--- config.mk ---
export PLATFORM = sky130hd
export DESIGN_NAME = apb_arbiter
export DESIGN_NICKNAME = d
export VERILOG_FILES = /design/src/rtl/apb_arb_pkg.sv /design/src/rtl/rr_picker.sv /design/src/rtl/apb_arbiter.sv
export SDC_FILE = /design/constraint.sdc
export NUM_CORES = 1
export LEC_CHECK = 0
export ABC_AREA = 1
export CAP_MARGIN = 5
export CORE_AREA = 2 2 157 159
export DETAILED_ROUTE_END_ITERATION = 16
export DIE_AREA = 0 0 159 161
export PLACE_DENSITY = 0.67
export SLEW_MARGIN = 15
export SYNTH_ARGS = -nofsm -noshare
export SYNTH_HDL_FRONTEND = slang
export SYNTH_HIERARCHICAL = 1
export SYNTH_SLANG_ARGS = --single-unit
--- constraint.sdc ---
create_clock -name PCLK -period 2.6 [get_ports PCLK]
set_input_delay 0.26 -clock PCLK [delete_from_list [all_inputs] [get_ports PCLK]]
set_output_delay 0.26 -clock PCLK [all_outputs]
set_load 0.02 [all_outputs]
--- src/rtl/apb_arb_pkg.sv ---
// rtl/apb_arb_pkg.sv - shared FSM state type and default parameters for the APB arbiter
package apb_arb_pkg;

  typedef enum logic [1:0] {
    IDLE   = 2'd0,
    SETUP  = 2'd1,
    ACCESS = 2'd2
  } state_t;

  localparam int DEF_N_REQ   = 4;
  localparam int DEF_AW      = 32;
  localparam int DEF_DW      = 32;
  localparam int DEF_TIMEOUT = 16;

endpackage

--- src/rtl/rr_picker.sv ---
// rtl/rr_picker.sv - combinational round-robin pick starting one past the previous winner
module rr_picker
  import apb_arb_pkg::*;
#(
  parameter int N_REQ = DEF_N_REQ,
  parameter int IW    = (N_REQ > 1) ? $clog2(N_REQ) : 1
) (
  input  logic [N_REQ-1:0] req,
  input  logic [IW-1:0]    last_grant,
  output logic [N_REQ-1:0] grant,
  output logic [IW-1:0]    grant_idx
);

  logic [IW-1:0] cand;
  logic          found;

  // walk the requesters from last_grant+1 around the ring; the first pending one wins
  always_comb begin
    grant     = '0;
    grant_idx = '0;
    found     = 1'b0;
    cand      = '0;
    for (int k = 1; k <= N_REQ; k++) begin
      cand = IW'((int'(last_grant) + k) % N_REQ);
      if (!found && req[cand]) begin
        found       = 1'b1;
        grant[cand] = 1'b1;
        grant_idx   = cand;
      end
    end
  end

endmodule

--- src/rtl/apb_arbiter.sv ---
// rtl/apb_arbiter.sv - round-robin sequencer sharing one APB master port between requesters
module apb_arbiter
  import apb_arb_pkg::*;
#(
  parameter int N_REQ   = DEF_N_REQ,
  parameter int AW      = DEF_AW,
  parameter int DW      = DEF_DW,
  parameter int TIMEOUT = DEF_TIMEOUT
) (
  input  logic              PCLK,
  input  logic              PRESET,
  input  logic [N_REQ-1:0]  req_valid,
  input  logic [N_REQ-1:0]  req_write,
  input  logic [N_REQ*AW-1:0] req_addr,
  input  logic [N_REQ*DW-1:0] req_wdata,
  output logic [N_REQ-1:0]  req_ready,
  output logic [N_REQ-1:0]  rsp_valid,
  output logic [DW-1:0]     rsp_rdata,
  output logic              rsp_err,
  output logic              busy,
  output logic              PSEL,
  output logic              PENABLE,
  output logic              PWRITE,
  output logic [AW-1:0]     PRWADDR,
  output logic [DW-1:0]     PRWDATA,
  input  logic [DW-1:0]     PRDATA1,
  input  logic              PREADY
);

  localparam int IW = (N_REQ > 1) ? $clog2(N_REQ) : 1;
  localparam int CW = (TIMEOUT > 0) ? $clog2(TIMEOUT + 1) : 1;
  localparam logic [CW-1:0] TO_LIMIT = CW'(TIMEOUT);

  state_t           state, state_n;
  logic [IW-1:0]    last_grant, last_grant_n;
  logic [CW-1:0]    cnt, cnt_n;
  logic [N_REQ-1:0] pick_oh;
  logic [IW-1:0]    pick_idx;
  logic [AW-1:0]    addr_sel, addr_n;
  logic [DW-1:0]    wdata_sel, wdata_n;
  logic             write_sel, pwrite_n;
  logic [N_REQ-1:0] req_ready_n, rsp_valid_n;
  logic [DW-1:0]    rsp_rdata_n;
  logic             rsp_err_n, busy_n, psel_n, penable_n;

  rr_picker #(
    .N_REQ (N_REQ),
    .IW    (IW)
  ) u_picker (
    .req        (req_valid),
    .last_grant (last_grant),
    .grant      (pick_oh),
    .grant_idx  (pick_idx)
  );

  // one-hot select of the winning requester's payload
  always_comb begin
    addr_sel  = '0;
    wdata_sel = '0;
    write_sel = 1'b0;
    for (int i = 0; i < N_REQ; i++) begin
      if (pick_oh[i]) begin
        addr_sel  = req_addr[i*AW +: AW];
        wdata_sel = req_wdata[i*DW +: DW];
        write_sel = req_write[i];
      end
    end
  end

  // next state plus next value of every registered output; holds by default
  always_comb begin
    state_n      = state;
    last_grant_n = last_grant;
    cnt_n        = cnt;
    req_ready_n  = '0;
    rsp_valid_n  = '0;
    rsp_rdata_n  = rsp_rdata;
    rsp_err_n    = rsp_err;
    psel_n       = PSEL;
    penable_n    = PENABLE;
    pwrite_n     = PWRITE;
    addr_n       = PRWADDR;
    wdata_n      = PRWDATA;
    unique case (state)
      IDLE: begin
        if (|req_valid) begin
          state_n      = SETUP;
          last_grant_n = pick_idx;
          req_ready_n  = pick_oh;
          psel_n       = 1'b1;
          penable_n    = 1'b0;
          pwrite_n     = write_sel;
          addr_n       = addr_sel;
          wdata_n      = wdata_sel;
        end
      end
      SETUP: begin
        state_n   = ACCESS;
        penable_n = 1'b1;
        cnt_n     = '0;
      end
      ACCESS: begin
        if (PREADY) begin
          // ready on the same edge as the limit still completes normally
          state_n                 = IDLE;
          psel_n                  = 1'b0;
          penable_n               = 1'b0;
          rsp_valid_n[last_grant] = 1'b1;
          rsp_err_n               = 1'b0;
          rsp_rdata_n             = PWRITE ? '0 : PRDATA1;
        end else begin
          cnt_n = cnt + CW'(1);
          if ((TIMEOUT != 0) && (cnt_n == TO_LIMIT)) begin
            state_n                 = IDLE;
            psel_n                  = 1'b0;
            penable_n               = 1'b0;
            rsp_valid_n[last_grant] = 1'b1;
            rsp_err_n               = 1'b1;
            rsp_rdata_n             = '0;
          end
        end
      end
      default: state_n = IDLE;
    endcase
    busy_n = (state_n != IDLE);
  end

  // state and output registers; reset drops any in-flight transfer silently
  always_ff @(posedge PCLK or negedge PRESET) begin
    if (!PRESET) begin
      state      <= IDLE;
      last_grant <= IW'(N_REQ - 1);
      cnt        <= '0;
      req_ready  <= '0;
      rsp_valid  <= '0;
      rsp_rdata  <= '0;
      rsp_err    <= 1'b0;
      busy       <= 1'b0;
      PSEL       <= 1'b0;
      PENABLE    <= 1'b0;
      PWRITE     <= 1'b0;
      PRWADDR    <= '0;
      PRWDATA    <= '0;
    end else begin
      state      <= state_n;
      last_grant <= last_grant_n;
      cnt        <= cnt_n;
      req_ready  <= req_ready_n;
      rsp_valid  <= rsp_valid_n;
      rsp_rdata  <= rsp_rdata_n;
      rsp_err    <= rsp_err_n;
      busy       <= busy_n;
      PSEL       <= psel_n;
      PENABLE    <= penable_n;
      PWRITE     <= pwrite_n;
      PRWADDR    <= addr_n;
      PRWDATA    <= wdata_n;
    end
  end

endmodule

# After elaboration in Yosys (flattened, before gate mapping)
# Cells that the tools add are included.
dict set report classes {
  n_eq_ne 6
  n_mux 63
  order_cmp 10
  n_reduce_logical 23
  n_bitwise 3
  n_addsub 5
}
# operator n
set ops {}
lappend ops {{$mux W32} 11}
lappend ops {{$mux W4} 9}
lappend ops {{$mux W1} 22}
lappend ops {{$lt A2 B3 Y1 const B} 5}
lappend ops {{$mux W2} 7}
lappend ops {{$or A4 B4 Y4} 3}
lappend ops {{$demux W1 S2} 5}
lappend ops {{$ge A2 B1 Y1 const B} 5}
lappend ops {{$pmux W5 S2} 1}
lappend ops {{$bmux W1 S2} 4}
lappend ops {{$logic_and A1 B1 Y1} 8}
lappend ops {{$reduce_bool A2 Y1} 4}
lappend ops {{$pmux W2 S3} 1}
lappend ops {{$reduce_and A2 Y1} 3}
lappend ops {{$reduce_and A3 Y1} 2}
lappend ops {{$add A5 B1 Y5 const B} 1}
lappend ops {{$eq A5 B5 Y1 const B} 1}
lappend ops {{$mux W5} 1}
lappend ops {{$add A2 B1 Y2 const B} 2}
lappend ops {{$add A2 B2 Y2 const B} 2}
lappend ops {{$ne A2 B2 Y1 const B} 2}
lappend ops {{$reduce_or A4 Y1} 1}
lappend ops {{$logic_not A1 Y1} 3}
lappend ops {{$ne A3 B3 Y1 const B} 1}
lappend ops {{6 further kinds} 6}
dict set report word_totals {
  word_cells 123
  input_bits 299
  reg_bits 118
}

# Longest topological paths before layout
dict set report logic_depth {
  word_depth 17
  depth_mapped 18
}

# By module
# The synthesis kept the hierarchy.
# module n_inst area_each_um2 seq_area_each_um2 cells_each
set by_module_without_submodules {}
lappend by_module_without_submodules {apb_arbiter 1 6382.4 2955.3 816}
lappend by_module_without_submodules {rr_picker 1 535.5 0.0 85}

# Worst setup path before layout
# Ideal clock, no wire load.
dict set report synth_path {
  path_type {register to register}
  from {register last_grant[0]}
  to {register PRWADDR[21]}
  arrival_ns 2.515
  required_time_ns 2.523
  period_less_slack_ns 2.592
  path_stages_with_launch 17
  setup_ns 0.077
  slack_ns 0.008
  cell_sequence {dfstp_2 -> buf_6 -> inv_8 -> ha_1 -> inv_1 -> nand2_4 -> nand2_4 -> nor2_2 -> a21oi_1 -> nand3_1 -> nor2_1 -> buf_4 -> buf_6 -> nand2_1 -> nand2_1 -> o211ai_1 -> a21oi_1}
}
dict set report synth_between {
  elab_cells_between_ends 52
}
# element line_no
set synth_lines {}
lappend synth_lines {{from (decl)} apb_arbiter.sv:35} ;# logic [IW-1:0] last_grant, last_grant_n;
lappend synth_lines {{from (signal assigned)} apb_arbiter.sv:132} ;# last_grant <= IW'(N_REQ - 1);
lappend synth_lines {{from (signal assigned)} apb_arbiter.sv:146} ;# last_grant <= last_grant_n;
lappend synth_lines {{branches (longest 12 deep; another with $lt A2 B3 Y1)} -}
lappend synth_lines {{$mux W4 (*)} rr_picker.sv:25} ;# if (!found && req[cand]) begin
lappend synth_lines {{net pick_oh[1]} apb_arbiter.sv:37} ;# logic [N_REQ-1:0] pick_oh;
lappend synth_lines {{$mux W32 (*) (3 in a row)} apb_arbiter.sv:62} ;# if (pick_oh[i]) begin
lappend synth_lines {{to (signal assigned)} apb_arbiter.sv:156} ;# PRWADDR <= addr_n;
lappend synth_lines {{to (decl)} apb_arbiter.sv:24} ;# output logic [AW-1:0] PRWADDR,
# Mark *: on every way through the listed nets, which the timed path passes. The select of a mux whose other input is x is not followed.
# A chain may end at the register's enable or synchronous reset.

# Final worst setup path
dict set report layout_path {
  from {register last_grant[0]}
  to {register PRWADDR[29]}
}
# The elaborated chain is that of the path after synthesis.

==> impl_metrics.py <==
metrics = {
    "layout": {
        "fin_nets": 1637,
        "layout-drive-gt1-share_pct": 12.89,
        "postLayoutCellArea_sq_mm": 0.01275,
        "fillerInstances": 2304,
        "area_growth_pct": 84.25,
    },
    "route": {
        "drc": 0,
        "wl_met2_microns": 16150,
        "ant_nets": 0,
        "first_pass_iters": 5,
        "dr_wl_met3_microns": 2928,
        "drt-initial-drc-count": 629,
        "drt_wl_total_microns": 33280,
        "top_layer": "met5",
        "detail_route.wirelength.met1_microns": 12920,
        "avgViaCountPerCell": 5.113,
        "vias": 8533,
        "wl_per_cell_microns": 19.94,
    },
    "place": {
        "dpl_cell_area_sq_mm": 0.01160,
        "io_buffers": 407,
        "dp_hpwl_microns": 22470,
        "gp_congestion": 0.9070,
    },
    "logic_synthesis": {
        "ys_seq_area_share_pct": 42.72,
        "synth_compound_area_share_pct": 22.88,
        "ys.flop_type": "dfrtp_1",
        "syn_nets": 1209,
        "synth-seq-cells": 118,
        "synth_edf_count": 0,
        "synth_commonest_cells": "233 x nand2_1, 200 x a21oi_1, 116 x dfrtp_1, 82 x nor2_1, 65 x o211ai_1",
        "syn_area_per_cell_sq_um": 7.678,
        "synth_top_family_by_area": "simple AND/OR/NAND/NOR gates",
        "synthSimpleGateAreaFrac_pct": 25.32,
        "synth_mux_area_share_pct": 0,
        "yosysTopAreaCell": "dfrtp_1",
        "yosysUniqueCellTypes": 32,
        "synth_warnings": 6,
        "synthTopCellsByArea": "dfrtp_1 42%, a21oi_1 14%, nand2_1 13%, o211ai_1 7.1%, nor2_1 4.4%",
        "synthAdderAreaFrac_pct": 1.628,
        "synth_xor_area_share_pct": 0,
        "mappedNetlistArea_sq_mm": 0.006918,
        "synthArstFlopShare_pct": 100.0,
        "syn_inst": 901,
        "post-synth-top-count-cell": "nand2_1",
        "yosysTopAreaCellShare_pct": 41.96,
    },
    "global_routing": {
        "grt_max_degree": 80,
        "grt_pass1_vias": 8286,
        "grt-ovfl-total": 0,
        "grt_first_pass_wirelength_microns": 46840,
        "track_usage_pct": 23.54,
        "antenna_found_initial": 6,
    },
    "die": {
        "start_util_pct": 28.87,
        "dieArea_sq_mm": 0.02560,
        "chipWidth_microns": 159,
        "fp.coreArea_sq_mm": 0.02396,
        "die_y_microns": 161,
        "rows": 57,
        "io_pins": 408,
    },
    "cts": {
        "cts_sinks": 118,
        "clk_pin_slew_worst_paths_ns": 0.06,
        "cts.path.max_buffers": 2,
        "cts_buffers": 17,
        "clock_insertion_delay_worst_skew_ns": 0.41,
        "cts_tree": "yes",
        "htree_levels": 4,
        "cts_root_buffer": "clkbuf_16",
    },
    "sta": {
        "finalWorstSetupSlack_ns": -0.008072,
        "period_share_pct": 100.3,
        "max_slew_margin_pct": 61.68,
        "tightestPinTransition_ns": 0.5748,
        "fin_worst_hold_slack_ns": 0.4007,
        "rsz0062_at_grt": "true",
        "finalMaxSlewViolations": 0,
        "fmax_mhz": 383.4,
        "fin_skew_ns": 0.01034,
        "hold_viol_final": 0,
        "setup_viol": 1,
        "period_minus_slack_ns": 2.608,
        "final.setup.tns_ns": -0.008072,
    },
    "setup_path": {
        "cpPeakStageDelay_ns": 0.61,
        "crit_slowest_cell": "dfstp_2",
        "critPathTopFamily": "simple AND/OR/NAND/NOR gates",
        "crit_required_ns": 2.94,
        "cp.arrival_ns": 2.95,
        "cp_max_fo": 6,
        "worstPathCellList": "inv_8 -> ha_4 -> nand3_4 -> nand2_8 -> nor2_4 -> a21oi_2 -> nand3_4 -> nor2_4 -> buf_12 -> buf_12 -> clkbuf_16 -> nand2_2 -> nand2_2 -> o211ai_1 -> a21oi_1",
        "path_class": "register to register",
        "path_buf_inv": 4,
        "startpoint_type": "register",
        "cp-end-kind": "register",
    },
    "job": {
        "maxCapViolCount": 0,
    },
    "power_and_ir_drop": {
        "peakVddDrop_mv": 1.109,
        "p_leak_nw": 5.454,
        "cellPowerDensity_mw_per_mm2": 1695,
    },
    "outcome": {
        "status": "finished, violations left",
        "violations": "negative setup slack",
    },
    "worst_hold_path": {
        "hp-class": "input pin to async pin",
    },
}
-- final cells by class --
type                    instances  area, sq um  share of cell area [%]
well taps                     324        405.4                   3.181
repair buffers                479         5055                   39.66
multi-input cells             687         3664                   28.74
diodes                          3        7.507                 0.05890
clock buffers                  18        439.2                   3.446
clock inverters                14        102.6                  0.8049
flip-flops and latches        118         2955                   23.19
inverters                      26        117.6                  0.9227
-- power by group --
part | switching [mW] | internal [mW] | total [mW]
combinational | 9.02 | 7.10 | 16.1
sequential | 0.485 | 2.77 | 3.26
clock | 0.979 | 1.25 | 2.23
total | 10.5 | 11.1 | 21.6
-- logic make-up after synthesis --
family                     count (synthesis)
adders and majority gates                  9
AOI/OAI and AO/OA                        279
DFF                                      118
and+or+nand+nor                          398
buffers and inverters                     97
-- layout by cell type (no fill, tap or decap), types with 2 or more instances in the layout --
cell type | Yosys | routed
inv_1 | 23 | 18
nand4_1 | 35 | 35
a21boi_0 | 5 | 3
clkinv_4 | 0 | 3
a21boi_2 | 0 | 2
buf_6 | 12 | 8
o21ai_0 | 2 | 2
nor2_2 | 3 | 2
a21oi_1 | 200 | 191
o211ai_1 | 65 | 65
inv_8 | 1 | 2
clkinvlp_4 | 0 | 4
nor2_4 | 1 | 4
buf_4 | 2 | 34
clkbuf_16 | 0 | 25
clkdlybuf4s50_1 | 0 | 406
nand3_4 | 1 | 4
dfstp_2 | 2 | 2
clkinv_2 | 0 | 4
nand2_8 | 2 | 3
inv_6 | 0 | 3
diode_2 | 0 | 3
nor2_1 | 82 | 81
inv_2 | 2 | 4
nand2_2 | 6 | 22
o21ai_1 | 2 | 2
nand3_2 | 2 | 2
nand2_1 | 233 | 211
ha_1 | 9 | 8
o22ai_1 | 2 | 2
nand2_4 | 4 | 9
a21oi_2 | 0 | 8
buf_12 | 0 | 21
inv_4 | 0 | 2
nand3_1 | 28 | 25
dfrtp_1 | 116 | 116
-- sequential cells by signal (all words and copies together), names as in the netlist, 2 cells and up --
signal      flops
PRWDATA        32
req_ready       4
state           2
rsp_rdata      32
cnt             5
PRWADDR        32
rsp_valid       4
last_grant      2
-- repair_timing --
item                                    4_1_cts  5_1_grt
resized for setup                             6       64
cloned                                        1       10
hold buffers                                  1        0
pin swaps                                     1       28
hold endpoints to repair                     35        0
buffers inserted                              3       10
endpoints found under the setup margin       53       57
-- worst register-to-register path, delay by kind of cell (launching register included) --
family / cells / cell delay, ns
buffers and inverters: 4 / 0.50
AO/OA/AOI/OAI: 3 / 0.42
adder cells (fa/ha/maj): 1 / 0.29
AND/OR/NAND/NOR: 7 / 0.71
flip-flops: 1 / 0.61
-- path summary, 6_finish.rpt --
path,start,endpoint,slack (ns),cells after the start
setup / recovery,last_grant[0],PRWADDR[29],-0.008,15
hold reg to reg,rsp_rdata[1],rsp_rdata[1],0.47,2
hold / removal,PRESET,PRWADDR[5],0.40,2
max in group asynchronous,PRESET,PRWDATA[19],1.33,3
setup reg to reg,last_grant[0],PRWADDR[29],-0.008,15
min in group PCLK,PRDATA1[9],rsp_rdata[9],0.42,3
-- stage by stage --
| stage | utilization (%) | total power, mW | worst slack, ns | std cells |
|---|---|---|---|---|
| 2_1_floorplan | - | 11.43 | 0.007538 | 901 |
| 3_3_place_gp | 48.42 | 16.80 | -0.07185 | 1610 |
| 3_5_place_dp | 48.42 | 17.01 | -0.1412 | 1610 |
| 4_1_cts | 51.10 | 19.66 | 0.01547 | 1647 |
| 5_1_grt | 53.18 | 23.07 | -0.1126 | 1668 |
| 6_report | 53.19 | 21.61 | -0.008072 | 1669 |
-- layer usage --
metal,vias to the layer above,GRT usage [%]
li1,3962,-
met1,4047,27.11
met2,429,40.12
met3,89,7.910
met4,6,10.04
met5,-,0
(Power assumes the default switching activity.)
